## config.mk

```make
export PLATFORM = sky130hd
export DESIGN_NAME = button_debouncer
export DESIGN_NICKNAME = d
export VERILOG_FILES = /design/src/rtl/button_debouncer.sv
export SDC_FILE = /design/constraint.sdc
export NUM_CORES = 1
export LEC_CHECK = 0
export ABC_AREA = 1
export BUFFER_PORTS_ARGS = -buffer_cell sky130_fd_sc_hd__clkbuf_2
export CAP_MARGIN = 25
export CORE_UTILIZATION = 58
export CTS_CLUSTER_DIAMETER = 80
export DETAILED_ROUTE_END_ITERATION = 8
export GPL_ROUTABILITY_DRIVEN = 0
export PLACE_DENSITY = 0.85
export REMOVE_ABC_BUFFERS = 1
export SETUP_SLACK_MARGIN = 0.2
export SYNTH_ARGS = -nofsm -noshare
export SYNTH_HDL_FRONTEND = slang
export SYNTH_SLANG_ARGS = --single-unit
```

## constraint.sdc

```tcl
create_clock -name clk_in -period 1.5 [get_ports clk_in]
set_input_delay 0.3 -clock clk_in [delete_from_list [all_inputs] [get_ports clk_in]]
set_output_delay 0.3 -clock clk_in [all_outputs]
set_load 0.02 [all_outputs]
```

## src/rtl/button_debouncer.sv

```systemverilog
// Multi-channel push-button debouncer.
// Each raw button level is synchronized into the clk_in domain. It is then sampled
// on every rising edge of the slow clk_debounce square wave, which is treated as
// data and never as a clock. A level change is accepted after STABLE_SAMPLES equal
// consecutive samples.
//
// Ports:
//   clk_in        system clock, all state on its rising edge
//   rst_n         asynchronous active-low reset
//   clk_debounce  slow sampling square wave (data, registered in clk_in domain)
//   btn_raw       raw asynchronous button levels, 1 = pressed
//   btn_level     debounced level per button
//   btn_press     one-cycle pulse when a 0->1 change is accepted
//   btn_release   one-cycle pulse when a 1->0 change is accepted
module button_debouncer #(
  parameter int unsigned NUM_BTN        = 4,
  parameter int unsigned STABLE_SAMPLES = 3
) (
  input  logic               clk_in,
  input  logic               rst_n,
  input  logic               clk_debounce,
  input  logic [NUM_BTN-1:0] btn_raw,
  output logic [NUM_BTN-1:0] btn_level,
  output logic [NUM_BTN-1:0] btn_press,
  output logic [NUM_BTN-1:0] btn_release
);

  // 4 bits covers the largest allowed STABLE_SAMPLES of 15.
  localparam int unsigned CNT_W = 4;

  typedef enum logic [1:0] {
    RELEASED     = 2'd0,
    PRESS_WAIT   = 2'd1,
    PRESSED      = 2'd2,
    RELEASE_WAIT = 2'd3
  } state_t;

  logic [NUM_BTN-1:0] sync1_q;
  logic [NUM_BTN-1:0] btn_sync_q;
  logic               db_q;
  logic               tick_c;

  state_t             state_q [NUM_BTN];
  state_t             state_d [NUM_BTN];
  logic [CNT_W-1:0]   cnt_q   [NUM_BTN];
  logic [CNT_W-1:0]   cnt_d   [NUM_BTN];
  logic [NUM_BTN-1:0] level_d;
  logic [NUM_BTN-1:0] level_q;
  logic [NUM_BTN-1:0] press_q;
  logic [NUM_BTN-1:0] release_q;

  // One-cycle strobe on each rising edge of the sampling wave.
  assign tick_c = clk_debounce & ~db_q;

  // Per-button next-state and sample-count logic; everything holds between ticks.
  always_comb begin
    for (int i = 0; i < int'(NUM_BTN); i++) begin
      state_d[i] = state_q[i];
      cnt_d[i]   = cnt_q[i];
      if (tick_c) begin
        unique case (state_q[i])
          RELEASED: begin
            if (btn_sync_q[i]) begin
              state_d[i] = PRESS_WAIT;
              cnt_d[i]   = CNT_W'(1);
            end
          end
          PRESS_WAIT: begin
            if (!btn_sync_q[i]) begin
              state_d[i] = RELEASED;
              cnt_d[i]   = '0;
            end else if ((cnt_q[i] + CNT_W'(1)) == CNT_W'(STABLE_SAMPLES)) begin
              state_d[i] = PRESSED;
              cnt_d[i]   = '0;
            end else begin
              cnt_d[i]   = cnt_q[i] + CNT_W'(1);
            end
          end
          PRESSED: begin
            if (!btn_sync_q[i]) begin
              state_d[i] = RELEASE_WAIT;
              cnt_d[i]   = CNT_W'(1);
            end
          end
          RELEASE_WAIT: begin
            if (btn_sync_q[i]) begin
              state_d[i] = PRESSED;
              cnt_d[i]   = '0;
            end else if ((cnt_q[i] + CNT_W'(1)) == CNT_W'(STABLE_SAMPLES)) begin
              state_d[i] = RELEASED;
              cnt_d[i]   = '0;
            end else begin
              cnt_d[i]   = cnt_q[i] + CNT_W'(1);
            end
          end
          default: begin
            state_d[i] = RELEASED;
            cnt_d[i]   = '0;
          end
        endcase
      end
      // The level stays high while a release is still being qualified.
      level_d[i] = (state_d[i] == PRESSED) || (state_d[i] == RELEASE_WAIT);
    end
  end

  // Synchronizers, tick edge detector, FSM state and registered outputs.
  always_ff @(posedge clk_in or negedge rst_n) begin
    if (!rst_n) begin
      sync1_q    <= '0;
      btn_sync_q <= '0;
      db_q       <= 1'b0;
      level_q    <= '0;
      press_q    <= '0;
      release_q  <= '0;
      for (int i = 0; i < int'(NUM_BTN); i++) begin
        state_q[i] <= RELEASED;
        cnt_q[i]   <= '0;
      end
    end else begin
      sync1_q    <= btn_raw;
      btn_sync_q <= sync1_q;
      db_q       <= clk_debounce;
      level_q    <= level_d;
      // Pulses line up with the first cycle of the new level.
      press_q    <= level_d & ~level_q;
      release_q  <= ~level_d & level_q;
      for (int i = 0; i < int'(NUM_BTN); i++) begin
        state_q[i] <= state_d[i];
        cnt_q[i]   <= cnt_d[i];
      end
    end
  end

  assign btn_level   = level_q;
  assign btn_press   = press_q;
  assign btn_release = release_q;

endmodule

```

==> results.sh <==
export IMPL_synthAdderAreaFrac=0.0490
export IMPL_cp_end_kind="flip-flop"
export IMPL_core_area_um2=3360
export IMPL_setup_viol=0
export IMPL_die_x_um=61.4
export IMPL_htreeDepth=2
export IMPL_synth_simple_area_share=0.193
export IMPL_groute_usage_overall=0.237
export IMPL_multiInputGateArea_um2=905
export IMPL_ys_types=18
export IMPL_ys_top_cells_by_area="dfrtp_1 (55%), inv_1 (9.0%), nand2_1 (8.1%), ha_1 (4.9%), o22ai_1 (3.7%)"
export IMPL_synth_xor_area_frac=0.0171
export IMPL_io_pins=19
export IMPL_synth_top_family_by_area="simple AND/OR/NAND/NOR gates"
export IMPL_leakage_nw=1.22
export IMPL_die_h_um=61.4
export IMPL_maxSlewHeadroom=0.700
export IMPL_cts_tree="done"
export IMPL_port_buffers=18
export IMPL_firstDrtPassIters=4
export IMPL_first_global_vias=1563
export IMPL_grt_pass1_wl_um=6380
export IMPL_vias_per_cell=5.16
export IMPL_antenna_found_initial=0
export IMPL_drc=0
export IMPL_fin_worst_skew_ns=0.00939
export IMPL_muxShareOfSynthArea=0
export IMPL_reg2reg_slack_ns=0.15
export IMPL_crit_path_max_fanout=4
export IMPL_synth_area_per_cell_um2=9.08
export IMPL_power_total_mw=3.80
export IMPL_setup_ws_ns=0.150
export IMPL_r2r_start="cnt_q[4]"
export IMPL_rsz0062_at_grt="true"
export IMPL_ir_drop_uv=898
export IMPL_clk_latency_ns=0.36
export IMPL_min_path_type="input port to flip-flop"
export IMPL_syn_area_um2=2040
export IMPL_yosysSeqAreaShare=0.551
export IMPL_post_drt_wl_per_cell_um=13.2
export IMPL_netlist_instances=225
export IMPL_synth_warnings=0
export IMPL_cts_buffers=5
export IMPL_synth_top_area_share=0.551
export IMPL_clock_fmax_ghz=0.741
export IMPL_period_minus_slack_ns=1.35
export IMPL_arrival_ns=1.60
export IMPL_fillers=258
export IMPL_slew_viol_final=0
export IMPL_layout_nets=281
export IMPL_drt_iter0_drc=55
export IMPL_die_area_um2=3760
export IMPL_drive_above_1_share=0.378
export IMPL_grt_overflow=0
export IMPL_cts_clk_slew_worst_paths_ns=0.13
export IMPL_vias=1614
export IMPL_fin_cells=313
export IMPL_grt_max_degree=30
export IMPL_synth_top_area_cell="dfrtp_1"
export IMPL_worstHoldStart="btn_raw[1]"
export IMPL_place_ws_ns=0.115
export IMPL_status="finished, final reports clean"
export IMPL_ys_ff_latch=45
export IMPL_startpoint="cnt_q[4]"
export IMPL_clock_root_buffer="clkbuf_4"
export IMPL_area_growth_pct=26.7
export IMPL_worst_setup_path_type="flip-flop to flip-flop"
export IMPL_row_count=21
export IMPL_ctsLongestPathBuffers=2
export IMPL_whs_ns=0.0353
export IMPL_diodes=0
export IMPL_drtAntennaViolNets=0
export IMPL_tightest_slew_ns=0.451
export IMPL_synth_compound_area_frac=0.0943
export IMPL_numPlacedInstances=291
export IMPL_start_util=0.608
export IMPL_cts_sinks=45
export IMPL_tns_ns=0
export IMPL_hold_violations=0
export IMPL_required_ns=1.75
export IMPL_wl_um=4130
export IMPL_period_share=0.900
export IMPL_powerDensity_nw_per_um2=1470
export IMPL_register_area_um2=1130
export IMPL_dp_hpwl_um=2480
export IMPL_drv_cap=0
export IMPL_crit_path_start_kind="flip-flop"
-- placed cells by master (no fill, tap or decap) --
| cell | n |
|---|---|
| nand2_4 | 3 |
| o21ai_2 | 3 |
| ha_2 | 3 |
| o211ai_1 | 4 |
| buf_4 | 13 |
| dfrtp_1 | 45 |
| inv_2 | 7 |
| nor2_1 | 5 |
| o22ai_2 | 1 |
| nor2_2 | 6 |
| nand4_1 | 8 |
| ha_1 | 4 |
| dlygate4sd3_1 | 1 |
| nor2_4 | 10 |
| clkinv_2 | 1 |
| ha_4 | 1 |
| buf_6 | 2 |
| nand3_2 | 4 |
| inv_4 | 1 |
| clkbuf_4 | 5 |
| nand3_1 | 8 |
| xor2_2 | 2 |
| o21ai_0 | 6 |
| inv_1 | 42 |
| xor2_1 | 2 |
| clkbuf_2 | 18 |
| a21oi_1 | 4 |
| nand2_1 | 23 |
| clkbuf_8 | 2 |
| buf_12 | 1 |
| o21ai_1 | 3 |
| nand2_2 | 18 |
| o22ai_1 | 11 |
-- flip-flops by register name, indices dropped and copies added, names as in the netlist --
register / cells
sync1_q: 4
btn_level: 4
state_q: 8
btn_release: 4
db_q: 1
btn_press: 4
btn_sync_q: 4
cnt_q: 16
-- cell usage after synthesis --
| library cell | number |
|---|---|
| nand2_1 | 44 |
| nand4_1 | 8 |
| nor2_1 | 15 |
| inv_4 | 1 |
| o21ai_1 | 2 |
| o21ai_2 | 2 |
| dfrtp_1 | 45 |
| o211ai_1 | 4 |
| buf_2 | 1 |
| xor2_1 | 4 |
| a21oi_1 | 4 |
| inv_1 | 49 |
| nand3_1 | 12 |
| ha_1 | 8 |
| nor2_4 | 5 |
| o22ai_1 | 12 |
| nor2_2 | 1 |
| o21ai_0 | 8 |
-- worst paths after layout --
kind                                       end  cells after the start
worst max-delay path                state_q[2]                      8
worst min-delay path                sync1_q[1]                      1
worst max register to register      state_q[2]                      8
worst min register to register   btn_sync_q[0]                      0
max in group asynchronous           state_q[0]                      3
min in group asynchronous       btn_release[1]                      2
-- cell type report --
type | count | share of cell area
multi-input cells | 129 | 0.349
clock buffers | 7 | 0.0251
well taps | 46 | 0.0222
repair buffers | 35 | 0.0928
flip-flops and latches | 45 | 0.435
inverters | 50 | 0.0735
clock inverters | 1 | 0.00193
-- metal layers --
metal,routed length [µm],share of wire,global-route usage,up-vias
li1,-,-,-,792
met1,1730,0.42,0.272,791
met2,2220,0.54,0.424,22
met3,96,0.023,0.0462,9
met4,85,0.021,0.114,0
met5,0,0,0,-
-- timing repair --
action / in CTS / in global routing
pin swaps: 19 / 35
endpoints found under the setup margin: 30 / 34
cloned: 0 / 0
resized for setup: 23 / 40
hold endpoints to repair: 16 / 0
setup buffers: 10 / 3
hold buffers: 1 / 0
-- where the power goes --
group          switching (mW)  internal (mW)  total, mW
logic                   0.878          0.588       1.47
registers               0.191           1.48       1.67
clock network           0.384          0.272      0.656
total                    1.45           2.34       3.80
-- worst max-delay path: stages, from the launching register on --
cell     delay [ns]
dfrtp_1        0.43
buf_4          0.15
buf_4          0.12
nand3_1        0.08
nand2_1        0.06
nand2_2        0.10
nand2_2        0.09
nor2_4         0.12
o22ai_2        0.07
-- cell families after synthesis --
kind of cell	Yosys count
flops	45
fa+ha+maj	8
buf+inv	51
xor+xnor	4
simple gates	85
compound gates	32
-- metrics by stage --
step,util,area (µm²)
after floorplan,-,2040
after global placement,0.660,2220
after detailed placement,0.660,2220
after CTS,0.727,2440
after global routing,0.770,2590
final,0.770,2590
Power figures use the tool's default switching activity.
